**config.mk**
```make
export PLATFORM = sky130hd
export DESIGN_NAME = sa_fetch_controller
export DESIGN_NICKNAME = d
export VERILOG_FILES = /design/src/rtl/sa_fetch_controller.sv
export SDC_FILE = /design/constraint.sdc
export NUM_CORES = 1
export LEC_CHECK = 0
export ABC_AREA = 1
export ABC_CLOCK_PERIOD_IN_PS = 1600
export CORE_UTILIZATION = 55
export CTS_BUF_LIST = sky130_fd_sc_hd__clkbuf_2 sky130_fd_sc_hd__clkbuf_4 sky130_fd_sc_hd__clkbuf_8
export DETAILED_ROUTE_END_ITERATION = 16
export PLACE_DENSITY = 0.89
export SLEW_MARGIN = 20
export SYNTH_ARGS = -nofsm -noshare
export SYNTH_HDL_FRONTEND = slang
export SYNTH_SLANG_ARGS = --single-unit
```
**constraint.sdc**
```tcl
create_clock -name sys_clk -period 1.6 [get_ports sys_clk]
set_input_delay 0.4 -clock sys_clk [delete_from_list [all_inputs] [get_ports sys_clk]]
set_output_delay 0.4 -clock sys_clk [all_outputs]
set_load 0.005 [all_outputs]
```
**src/rtl/sa_fetch_controller.sv**
```systemverilog
// rtl/sa_fetch_controller.sv - operand fetch sequencer for the systolic array delay chain
//
// Walks a (rows_cfg+1) x (cols_cfg+1) tile in row-major order, issuing one
// {row,col} address per non-stalled cycle. It then drains for NUM_PE cycles
// so the most-delayed PE column sees the final element, and pulses done.
//
// Ports:
//   sys_clk      system clock, rising edge
//   reset_n      asynchronous active-low reset
//   start        start request, only honoured in IDLE
//   abort        synchronous abort, returns to IDLE from any state without done
//   stall        hold issue for this cycle (RUN only)
//   rows_cfg     rows minus 1, latched at start
//   cols_cfg     cols minus 1, latched at start
//   address_out  {row,col} of the issued element
//   enable_out   address_out valid this cycle
//   cs_out       chip select, high throughout RUN
//   last_out     high with the final address of the tile
//   busy         high from accepted start until done
//   done         one-cycle completion pulse

module sa_fetch_controller #(
    parameter int FEATURE_BITS = 4,
    parameter int NUM_PE       = 4
) (
    input  logic                      sys_clk,
    input  logic                      reset_n,
    input  logic                      start,
    input  logic                      abort,
    input  logic                      stall,
    input  logic [FEATURE_BITS-1:0]   rows_cfg,
    input  logic [FEATURE_BITS-1:0]   cols_cfg,
    output logic [2*FEATURE_BITS-1:0] address_out,
    output logic                      enable_out,
    output logic                      cs_out,
    output logic                      last_out,
    output logic                      busy,
    output logic                      done
);

    localparam int AW = 2 * FEATURE_BITS;
    localparam int DW = $clog2(NUM_PE + 1);

    typedef enum logic [1:0] {
        IDLE  = 2'd0,
        RUN   = 2'd1,
        DRAIN = 2'd2
    } state_t;

    state_t                  state_q, state_d;
    logic [FEATURE_BITS-1:0] row_q, row_d;
    logic [FEATURE_BITS-1:0] col_q, col_d;
    logic [FEATURE_BITS-1:0] rows_lat_q, rows_lat_d;
    logic [FEATURE_BITS-1:0] cols_lat_q, cols_lat_d;
    logic [DW-1:0]           drain_q, drain_d;
    logic [AW-1:0]           address_q, address_d;
    logic                    enable_q, enable_d;
    logic                    cs_q, cs_d;
    logic                    last_q, last_d;
    logic                    busy_q, busy_d;
    logic                    done_q, done_d;

    // The last-element test is made on the current counters, before any
    // increment, so the counters never need a carry bit even at full size.
    logic col_end;
    logic is_last;
    assign col_end = (col_q == cols_lat_q);
    assign is_last = col_end && (row_q == rows_lat_q);

    always_comb begin
        state_d    = state_q;
        row_d      = row_q;
        col_d      = col_q;
        rows_lat_d = rows_lat_q;
        cols_lat_d = cols_lat_q;
        drain_d    = drain_q;
        address_d  = address_q;
        enable_d   = 1'b0;
        cs_d       = 1'b0;
        last_d     = 1'b0;
        busy_d     = busy_q;
        done_d     = 1'b0;

        case (state_q)
            IDLE: begin
                // abort has priority over a coincident start
                if (start && !abort) begin
                    rows_lat_d = rows_cfg;
                    cols_lat_d = cols_cfg;
                    row_d      = '0;
                    col_d      = '0;
                    address_d  = '0;
                    busy_d     = 1'b1;
                    state_d    = RUN;
                end
            end

            RUN: begin
                if (abort) begin
                    address_d = '0;
                    busy_d    = 1'b0;
                    state_d   = IDLE;
                end else if (!stall) begin
                    address_d = {row_q, col_q};
                    enable_d  = 1'b1;
                    cs_d      = 1'b1;
                    last_d    = is_last;
                    if (col_end) begin
                        col_d = '0;
                        row_d = row_q + 1'b1;
                    end else begin
                        col_d = col_q + 1'b1;
                    end
                    if (is_last) begin
                        drain_d = '0;
                        state_d = DRAIN;
                    end
                end else begin
                    // address and counters hold; chip stays selected
                    cs_d = 1'b1;
                end
            end

            DRAIN: begin
                if (abort) begin
                    address_d = '0;
                    busy_d    = 1'b0;
                    state_d   = IDLE;
                end else if (drain_q == DW'(NUM_PE - 1)) begin
                    address_d = '0;
                    done_d    = 1'b1;
                    busy_d    = 1'b0;
                    state_d   = IDLE;
                end else begin
                    drain_d = drain_q + 1'b1;
                end
            end

            default: begin
                address_d = '0;
                busy_d    = 1'b0;
                state_d   = IDLE;
            end
        endcase
    end

    always_ff @(posedge sys_clk or negedge reset_n) begin
        if (!reset_n) begin
            state_q    <= IDLE;
            row_q      <= '0;
            col_q      <= '0;
            rows_lat_q <= '0;
            cols_lat_q <= '0;
            drain_q    <= '0;
            address_q  <= '0;
            enable_q   <= 1'b0;
            cs_q       <= 1'b0;
            last_q     <= 1'b0;
            busy_q     <= 1'b0;
            done_q     <= 1'b0;
        end else begin
            state_q    <= state_d;
            row_q      <= row_d;
            col_q      <= col_d;
            rows_lat_q <= rows_lat_d;
            cols_lat_q <= cols_lat_d;
            drain_q    <= drain_d;
            address_q  <= address_d;
            enable_q   <= enable_d;
            cs_q       <= cs_d;
            last_q     <= last_d;
            busy_q     <= busy_d;
            done_q     <= done_d;
        end
    end

    assign address_out = address_q;
    assign enable_out  = enable_q;
    assign cs_out      = cs_q;
    assign last_out    = last_q;
    assign busy        = busy_q;
    assign done        = done_q;

endmodule

```
Word level (Yosys, flattened, before mapping)
Index checks and enable logic that the tools add are counted.
{"block": "word_totals", "register_bits": 34, "latch_bits": 0, "mem_bits_rw": 0, "mem_bits_ro": 0, "inputBits": 13, "out_inout_bits": 13, "word_cells": 88, "n_memories": 0}
{"block": "classes", "add_sub_neg": 3, "n_mul": 0, "n_div": 0, "order_cmp": 0, "n_eq_ne": 16, "n_shift": 0, "n_mux": 44, "bitwise": 0, "reduce_logical": 13}
{"op": "2-to-1 mux 8 bit", "count": 5}
{"op": "2-to-1 mux 4 bit", "count": 7}
{"op": "case mux 8 bit (3 select lines)", "count": 1}
{"op": "!= test 2 bit, second input constant", "count": 8}
{"op": "case mux 4 bit (2 select lines)", "count": 2}
{"op": "2-to-1 mux 1 bit", "count": 15}
{"op": "2-to-1 mux 3 bit", "count": 5}
{"op": "2-to-1 mux 2 bit", "count": 6}
{"op": "!= test 3 bit, second input constant", "count": 3}
{"op": "adder 4 x 1 -> 4 bit, second input constant", "count": 2}
{"op": "equality test 4 bit", "count": 2}
{"op": "AND reduction 4 bit", "count": 2}
{"op": "case mux 2 bit (3 select lines)", "count": 1}
{"op": "case mux 3 bit (2 select lines)", "count": 1}
{"op": "AND reduction 3 bit", "count": 2}
{"op": "AND reduction 6 bit", "count": 1}
{"op": "AND reduction 5 bit", "count": 1}
{"op": "nonzero test 2 bit", "count": 2}
{"op": "adder 3 x 1 -> 3 bit, second input constant", "count": 1}
{"op": "equality test 3 x 2 -> 1 bit, second input constant", "count": 1}
{"op": "case mux 1 bit (3 select lines)", "count": 1}
{"op": "equality test 2 x 1 -> 1 bit, second input constant", "count": 1}
{"op": "equality test 2 bit, second input constant", "count": 1}
{"op": "logical AND 1 bit", "count": 2}
{"op": "other kinds (3)", "count": 3}

Longest topological paths before layout
Gate-level depths: netlist of run 1.
{"block": "depth", "word_depth": 6, "ltp_mapped": 9, "mapped_depth_nobuf": 9}

Worst setup path before layout of run 1
Ideal clock, no wire load.
{"block": "synth_timing", "path_type": "register to register", "start": "register drain_q[0]", "end": "register drain_q[0]", "setup_time_ns": 0.065, "arrival_ns": 1.282, "required_time_ns": 1.535, "slack_ns": 0.253, "path_stages_with_launch": 8, "path_buffers": 0, "synth_period_minus_slack_ns": 1.347, "path_cell_list": "dfrtp_1 -> ha_1 -> ha_1 -> inv_1 -> nand3_2 -> a21oi_1 -> nand3_1 -> nand2_1"}
{"block": "synth_between", "elab_chain_cells": 4, "elab_cells_between_ends": 7, "cone_classes": "add/sub: 1; eq/ne: 2; mux: 3; reduce/logical: 1"}
{"element": "from (decl)", "line_no": "55", "text": "logic [DW-1:0] drain_q, drain_d;"}
{"element": "from (signal assigned)", "line_no": "167", "text": "drain_q <= drain_d;"}
{"element": "adder 3 x 1 -> 3 bit", "line_no": "135", "text": "drain_d = drain_q + 1'b1;"}
{"element": "2-to-1 mux 3 bit", "line_no": "129", "text": "end else if (drain_q == DW'(NUM_PE - 1)) begin"}
{"element": "2-to-1 mux 3 bit", "line_no": "125", "text": "if (abort) begin"}
{"element": "case mux 3 bit (2 select lines)", "line_no": "84", "text": "case (state_q)"}
Several ways; a longest one is shown, not always the timed one. The select of a mux whose other input is x is not followed.
A chain may end at the register's enable or synchronous reset.

Final worst setup path of run 1
{"block": "layout_timing", "start": "register done_q (netlist: done)", "end": "output done"}
{"element": "from (decl)", "line_no": "61", "text": "logic done_q, done_d;"}
{"element": "from (signal assigned)", "line_no": "173", "text": "done_q <= done_d;"}
{"element": "to (decl)", "line_no": "38", "text": "output logic done"}
No word-level cell between the ends.

==> results of run 1 <==
## routing by layer
metal,GRT usage (%),routed length [um],vias up
met2,36.1,1550,37
li1,-,-,693
met5,0,0,-
met4,10.5,65,0
met1,28.2,1490,633
met3,7.94,176,8
## worst paths after layout
kind                             from              to  slack (ps)  cells past startpoint
hold reg to reg            drain_q[2]      drain_q[2]         510                      2
hold / removal                reset_n  address_out[7]         420                      2
max in group asynchronous     reset_n      drain_q[2]        1000                      2
setup / recovery                 done            done          50                      1
setup reg to reg           drain_q[0]  address_out[3]         170                      7
min in group sys_clk       drain_q[2]      drain_q[2]         510                      2
## flip-flops by register name (all words and copies together) (netlist names)
name and flops:
busy 1, address_out 8, enable_out 1, cols_lat_q 4
last_out 1, rows_lat_q 4, state_q 2, col_q 4
row_q 4, cs_out 1, done 1, drain_q 3
## cells by family after synthesis
family	count (synthesis)	share of synthesized area, %
AOI/OAI and AO/OA	24	8.41
xor gates and xnor gates	5	2.63
adders and majority gates	4	3.00
buffers and inverters	32	7.88
DFF	34	51.1
muxes	3	2.03
and+or+nand+nor	83	25.0
## worst reg2reg max path: cells and delay by family (launching register included)
kind,cells,cell delay (ps)
flip-flops,1,380
adder cells (fa/ha/maj),2,290
buffers and inverters,1,50
AO/OA/AOI/OAI,2,390
AND/OR/NAND/NOR,2,180
## cell usage after synthesis (2+ instances only)
library cell and number:
sky130_fd_sc_hd__o21ai_1 4, sky130_fd_sc_hd__nor2_1 12, sky130_fd_sc_hd__nand3_2 2, sky130_fd_sc_hd__xor2_1 2, sky130_fd_sc_hd__nand2_1 41, sky130_fd_sc_hd__xnor2_1 3
sky130_fd_sc_hd__dfrtp_1 34, sky130_fd_sc_hd__nand2_4 3, sky130_fd_sc_hd__inv_1 26, sky130_fd_sc_hd__a21oi_1 11, sky130_fd_sc_hd__nand3_1 13, sky130_fd_sc_hd__ha_1 4
sky130_fd_sc_hd__o22ai_1 7, sky130_fd_sc_hd__mux2_2 3, sky130_fd_sc_hd__inv_2 3, sky130_fd_sc_hd__nand4_1 6
## stage by stage
step                      util, %  hold slack (ps)  worst slack, ps  TNS (ps)
final                        76.4              423             45.2         0
after global routing         76.4              430            0.986         0
after CTS                    75.1              423             1.91         0
after detailed placement     73.0              493             -153     -2270
after global placement       73.0              493            -93.3      -968
after floorplan                 -              104              253         0
## final cells by class
class / instances / share of cell area (%)
Sequential cell: 34 / 39.7
Multi-Input combinational cell: 119 / 32.1
Timing Repair Buffer: 40 / 18.1
Inverter: 30 / 5.26
Clock buffer: 7 / 2.75
Tap cell: 31 / 1.81
Clock inverter: 1 / 0.234
## repair_timing
action | CTS | global route
hold buffers | 0 | 0
buffers inserted | 0 | 2
endpoints found under the setup margin | 4 | 9
resized for setup | 4 | 8
## report_power, final
group	switching, mW	internal, mW	total [mW]
clock network	0.273	0.230	0.503
registers	0.0893	0.966	1.06
logic	0.311	0.236	0.548
total	0.673	1.43	2.11
==> results_tabular.tex, run 1 <==
\begin{tabular}{lr}
\hline
Metric & Value \\
\hline
\multicolumn{2}{l}{\textbf{STA}} \\
Setup repair after global routing missed its margin & no \\
Maximum clock frequency & 643 MHz \\
Hold Fails Final Rpt & 0 \\
Final-report max-slew violation count & 0 \\
Final worst-path cycle share & 97.2\% \\
Max transition margin & roughly 80\% \\
Post-route minimum period & 1550 ps \\
Transition time at the pin with the least slew margin & 294 ps \\
Setup violators final & 0 \\
Worst Skew & 4.04 ps \\
\multicolumn{2}{l}{\textbf{Placed design}} \\
Placed cells & 252 \\
RD Place Congestion & 0.864 \\
Number of buffer cells added on primary ports & 25 \\
HPWL after detailed placement & approximately 2400 um \\
Area after detailed placement & just over 2000 um2 \\
\multicolumn{2}{l}{\textbf{Global routing}} \\
First-pass GRT wire length & $\sim$5500 um \\
Remaining Overflow, GRT & 0 \\
Antenna violations before repair & 0 \\
Pin count of the biggest net entering global routing & 35 \\
Overall fraction of global-route tracks in use & 22.8\% \\
Number of global-route vias before repair & 1306 \\
\multicolumn{2}{l}{\textbf{Synth}} \\
Largest cells by area after synthesis & sky130\_fd\_sc\_hd\_\_dfrtp\_1 (51\%), sky130\_fd\_sc\_hd\_\_nand2\_1 (9.2\%), sky130\_fd\_sc\_hd\_\_inv\_1 (5.9\%) \\
YS warnings & 0 \\
Main synth FF type & sky130\_fd\_sc\_hd\_\_dfrtp\_1 \\
Area share of the largest cell type after synthesis & between 50\% and 60\% \\
Sequential share of the synthesized area & 51.1\% \\
Number of synthesized register bits & 34 \\
Synth Instances & 185 \\
Count of distinct cell types in the synthesized netlist & 27 \\
Share of flip-flops with an asynchronous set or reset after synthesis & 100\% \\
Summed instance area of the synthesized netlist & 1670 um2 \\
Total nets after synthesis & 202 \\
Count of flip-flops with a built-in enable after synthesis & 0 \\
Average cell area after synthesis & 9.01 um2 \\
Top cell type by total area after synthesis & sky130\_fd\_sc\_hd\_\_dfrtp\_1 \\
\multicolumn{2}{l}{\textbf{Drt}} \\
Average via count per standard cell & 5.23 \\
Final ANT Viol Nets & 0 \\
Detailed-routing iteration count for the pre-antenna-repair pass & 10 \\
Detailed router's first-iteration violation count & 48 \\
Routed len/inst & 12.5 um \\
\# DRC & 4 \\
Vias after detailed routing & 1371 \\
Aggregate routed wire length & roughly 3300 um \\
\multicolumn{2}{l}{\textbf{Layout}} \\
Finished Layout Cells & $\sim$260 \\
Summed area of non-filler cells in the final layout & 2140 um2 \\
Number of filler instances in the final layout & about 190 \\
Most common cell after layout, fill and taps aside & sky130\_fd\_sc\_hd\_\_nand2\_1 \\
Most frequent cells in the layout & sky130\_fd\_sc\_hd\_\_nand2\_1 (41), sky130\_fd\_sc\_hd\_\_dfrtp\_1 (34), sky130\_fd\_sc\_hd\_\_inv\_1 (26) \\
Area delta synth->final & 28.5\% \\
Footprint of the multi-input gates & 688 um2 \\
Number of nets in the layout & roughly 250 \\
Fraction of final layout cells sized beyond drive strength 1 & 17.7\% \\
Antenna fix cells & 0 \\
Sequential cell area in the final layout & 851 um2 \\
\multicolumn{2}{l}{\textbf{Pwr}} \\
Post-layout total power & 2.11 mW \\
Lkg Pwr & roughly 1.2 nW \\
Power density relative to cell area & 983 nW/um2 \\
Worst vdd rail ir drop & 0.765 mV \\
\multicolumn{2}{l}{\textbf{Setup path}} \\
Critical path endpoint category & output port \\
Worst Setup Start Kind & flip-flop \\
Data required, critical path & between 1000 and 1500 ps \\
CP peak stage delay & 490 ps \\
Category of the critical setup timing path & reg -> out \\
Peak fanout along the critical path & 1 \\
CP bufs+invs & 1 \\
Ordered cell list for the critical path & clkdlybuf4s50\_1 \\
Data arrival, critical path & $\sim$1200 ps \\
Kind of cell with the highest combined delay on the critical path & buffers and inverters \\
Slowest library cell on the worst path & sky130\_fd\_sc\_hd\_\_clkdlybuf4s50\_1 \\
\multicolumn{2}{l}{\textbf{Outcome}} \\
Result of the run & finished with violations \\
Failing checks & DRC \\
\multicolumn{2}{l}{\textbf{Clocking}} \\
Clk pin slew, worst setup/hold paths & 100 ps \\
CTS max path bufs & 2 \\
Clock latency on the worst-skew pair & 330 ps \\
CTS H-Tree Depth & 2 \\
Clock tree from TritonCTS & done \\
Sinks on Clock Net & 34 \\
CTS root buffer & sky130\_fd\_sc\_hd\_\_clkbuf\_4 \\
Total clock buffers created by CTS & 5 \\
\multicolumn{2}{l}{\textbf{Floorplan}} \\
Number of cell rows & 19 \\
Boundary Pins & 26 \\
Die Footprint & 3250 um2 \\
Initial Util & 59.4\% \\
Area of the core & 2810 um2 \\
Height of the die & 57.0 um \\
Chip Width & about 57 um \\
\multicolumn{2}{l}{\textbf{Min path}} \\
Tightest Hold Check Type & in -> async \\
\multicolumn{2}{l}{\textbf{Job}} \\
Max-cap check violation count & 0 \\
\hline
\end{tabular}
Note: power is estimated with default switching activity, not from simulation.
==> inputs of run 2 (changes only) <==
--- a/config.mk
+++ b/config.mk
@@ -11,7 +11,7 @@
 export CTS_BUF_LIST = sky130_fd_sc_hd__clkbuf_2 sky130_fd_sc_hd__clkbuf_4 sky130_fd_sc_hd__clkbuf_8
 export DETAILED_ROUTE_END_ITERATION = 16
 export PLACE_DENSITY = 0.89
-export SLEW_MARGIN = 20
 export SYNTH_ARGS = -nofsm -noshare
 export SYNTH_HDL_FRONTEND = slang
 export SYNTH_SLANG_ARGS = --single-unit
+export TNS_END_PERCENT = 50
==> constraint.sdc (replaced) <==
create_clock -name sys_clk -period 1.6 [get_ports sys_clk]
set_input_delay 0.32 -clock sys_clk [delete_from_list [all_inputs] [get_ports sys_clk]]
set_output_delay 0.32 -clock sys_clk [all_outputs]
set_load 0.005 [all_outputs]
==> run 2 against run 1 <==
The flow still finishes with violations (DRC). Highest routed layer unchanged. Sequential share of layout area increased by 0.49 points. Register-to-register slack got worse by 30 ps. Clock-buffer cell count unchanged. Non-clock buffer count decreased by 2. Total power increased by 1.7%. Critical path type unchanged. Via count increased by 1.5%.
==> results_tabular.tex, run 2 (synthesized netlist as in run 1, its figures left out) <==
\begin{tabular}{lr}
\hline
Metric & Value \\
\hline
\multicolumn{2}{l}{\textbf{Outcome}} \\
Failing checks & DRC \\
Result of the run & finished with violations \\
\multicolumn{2}{l}{\textbf{Setup path}} \\
Logic depth of the worst register-to-register path & 6 \\
CP peak stage delay & 500 ps \\
Worst Setup Start Kind & flip-flop \\
Setup slack on the worst flop-to-flop path & roughly 140 ps \\
Data required, critical path & 1280 ps \\
Slowest library cell on the worst path & sky130\_fd\_sc\_hd\_\_clkdlybuf4s50\_1 \\
Data arrival, critical path & between 1000 and 1500 ps \\
Peak fanout along the critical path & 2 \\
Ordered cell list for the critical path & clkdlybuf4s50\_1 \\
Worst R2R End & row\_q[2] \\
Critical path endpoint category & output port \\
Kind of cell with the highest combined delay on the critical path & buffers and inverters \\
Category of the critical setup timing path & reg -> out \\
CP bufs+invs & 1 \\
Beginning of the worst register-to-register path & col\_q[2] \\
\multicolumn{2}{l}{\textbf{STA}} \\
Post-route minimum period & 1530 ps \\
TNS Setup & 0 ps \\
Worst Skew & approximately 6 ps \\
Setup repair after global routing missed its margin & no \\
Setup violators final & 0 \\
Final worst-path cycle share & 95.8\% \\
Final critical-path setup slack & 67.5 ps \\
Final-report max-slew violation count & 0 \\
Hold Fails Final Rpt & 0 \\
Maximum clock frequency & 653 MHz \\
Transition time at the pin with the least slew margin & 285 ps \\
Max transition margin & 81.0\% \\
\multicolumn{2}{l}{\textbf{Layout}} \\
Fraction of final layout cells sized beyond drive strength 1 & 16.6\% \\
Antenna fix cells & 0 \\
Number of filler instances in the final layout & 197 \\
Number of flip-flops under the largest register name & 8 \\
Most common cell after layout, fill and taps aside & sky130\_fd\_sc\_hd\_\_nand2\_1 \\
Area delta synth->final & 27.0\% \\
Most frequent cells in the layout & sky130\_fd\_sc\_hd\_\_nand2\_1 (41), sky130\_fd\_sc\_hd\_\_dfrtp\_1 (34), sky130\_fd\_sc\_hd\_\_inv\_1 (26) \\
Summed area of non-filler cells in the final layout & between 2000 and 2500 um2 \\
Number of nets in the layout & 245 \\
\multicolumn{2}{l}{\textbf{Floorplan}} \\
Initial Util & between 50\% and 60\% \\
Die Footprint & 3250 um2 \\
Chip Width & 57.0 um \\
Area of the core & about 2800 um2 \\
Boundary Pins & 26 \\
Height of the die & 57.0 um \\
Number of cell rows & 19 \\
\multicolumn{2}{l}{\textbf{Pwr}} \\
Register share of total power & 49.6\% \\
Share of power burned in the clock network & about 24\% \\
Internal cell power & 1.44 mW \\
Lkg Pwr & 1.03 nW \\
Worst vdd rail ir drop & 0.653 mV \\
Share of power burned in combinational logic & 26.3\% \\
Post-layout total power & 2.14 mW \\
Power density relative to cell area & 1010 nW/um2 \\
Total net switching power & 704 uW \\
Switching portion of total power & 32.9\% \\
\multicolumn{2}{l}{\textbf{Clocking}} \\
CTS H-Tree Depth & 2 \\
CTS max path bufs & 2 \\
CTS root buffer & sky130\_fd\_sc\_hd\_\_clkbuf\_4 \\
Clk pin slew, worst setup/hold paths & roughly 100 ps \\
Post-CTS setup repair buffer count & 0 \\
Clock tree from TritonCTS & done \\
Total clock buffers created by CTS & 5 \\
Sinks on Clock Net & 34 \\
Clock latency on the worst-skew pair & around 340 ps \\
Number of hold-repair buffers added at the cts stage & 0 \\
Number of cells upsized or downsized after cts & 0 \\
\multicolumn{2}{l}{\textbf{Global routing}} \\
Overall fraction of global-route tracks in use & 24.5\% \\
First-pass GRT wire length & about 6000 um \\
Antenna violations before repair & 0 \\
Remaining Overflow, GRT & 0 \\
Number of global-route vias before repair & 1331 \\
Pin count of the biggest net entering global routing & 35 \\
\multicolumn{2}{l}{\textbf{Min path}} \\
Tightest Hold Check Type & in -> async \\
\multicolumn{2}{l}{\textbf{Drt}} \\
Detailed router's first-iteration violation count & 54 \\
\# DRC & 4 \\
Vias after detailed routing & roughly 1400 \\
Detailed-routing iteration count for the pre-antenna-repair pass & 10 \\
Aggregate routed wire length & 3420 um \\
Final ANT Viol Nets & 0 \\
Average via count per standard cell & 5.35 \\
Routed len/inst & 13.2 um \\
\multicolumn{2}{l}{\textbf{Placed design}} \\
Worst setup slack after placement & -56.0 ps \\
RD Place Congestion & 0.861 \\
Number of buffer cells added on primary ports & 25 \\
HPWL after detailed placement & roughly 2500 um \\
Area after detailed placement & between 2000 and 2500 um2 \\
\multicolumn{2}{l}{\textbf{Job}} \\
Max-cap check violation count & 0 \\
\hline
\end{tabular}
run 2: layer usage:
layer	track usage, %	wire [um]	vias to the layer above
met1	31.2	1520	663
met3	6.35	112	5
li1	-	-	688
met2	40.3	1730	35
met4	9.76	57	0
met5	0	0	-
run 2: power by group through the flow:
stage          registers [mW]  clock network, mW  logic (mW)
6_report                 1.06              0.517       0.562
5_1_grt                  1.08              0.564       0.625
4_1_cts                  1.06              0.519       0.555
3_5_place_dp             1.07                  0       0.550
3_3_place_gp             1.07                  0       0.528
2_1_floorplan            1.05                  0       0.357
run 2: per-stage QoR:
stage / cells / hold WS [ps] / util (%)
final: 260 / 332 / 75.4
after floorplan: 185 / 24.4 / -
after CTS: 260 / 341 / 75.2
after global routing: 260 / 344 / 75.4
after detailed placement: 252 / 499 / 73.0
after global placement: 252 / 493 / 73.0
run 2: area by class of cell:
type | instances | area, um2 | share of cell area, %
Clock buffer | 7 | 58.8 | 2.78
Clock inverter | 1 | 5.00 | 0.237
Inverter | 30 | 113 | 5.32
Multi-Input combinational cell | 119 | 689 | 32.6
Sequential cell | 34 | 851 | 40.2
Tap cell | 31 | 38.8 | 1.83
Timing Repair Buffer | 38 | 360 | 17.0
run 2: how the worst max path moves through the flow:
| stage | depth (start not counted) | slack [ps] | endpoint | start |
|---|---|---|---|---|
| 2_1_floorplan | 7 | 250 | drain_q[0] | drain_q[0] |
| 3_3_place_gp | 8 | -10 | drain_q[1] | abort |
| 3_5_place_dp | 7 | -60 | address_out[3] | abort |
| 4_1_cts | 1 | 70 | busy | busy |
| 5_1_grt | 1 | 5 | address_out[0] | address_out[0] |
| 6_report | 1 | 70 | busy | busy |
==> inputs of run 3 (changes only) <==
--- a/config.mk
+++ b/config.mk
@@ -10,6 +10,7 @@
 export CORE_UTILIZATION = 55
 export CTS_BUF_LIST = sky130_fd_sc_hd__clkbuf_2 sky130_fd_sc_hd__clkbuf_4 sky130_fd_sc_hd__clkbuf_8
 export DETAILED_ROUTE_END_ITERATION = 16
+export GPL_ROUTABILITY_DRIVEN = 0
 export PLACE_DENSITY = 0.89
 export SYNTH_ARGS = -nofsm -noshare
 export SYNTH_HDL_FRONTEND = slang
==> results of run 3 <==
Final layout, timing and power as in run 2 (identical DEF).
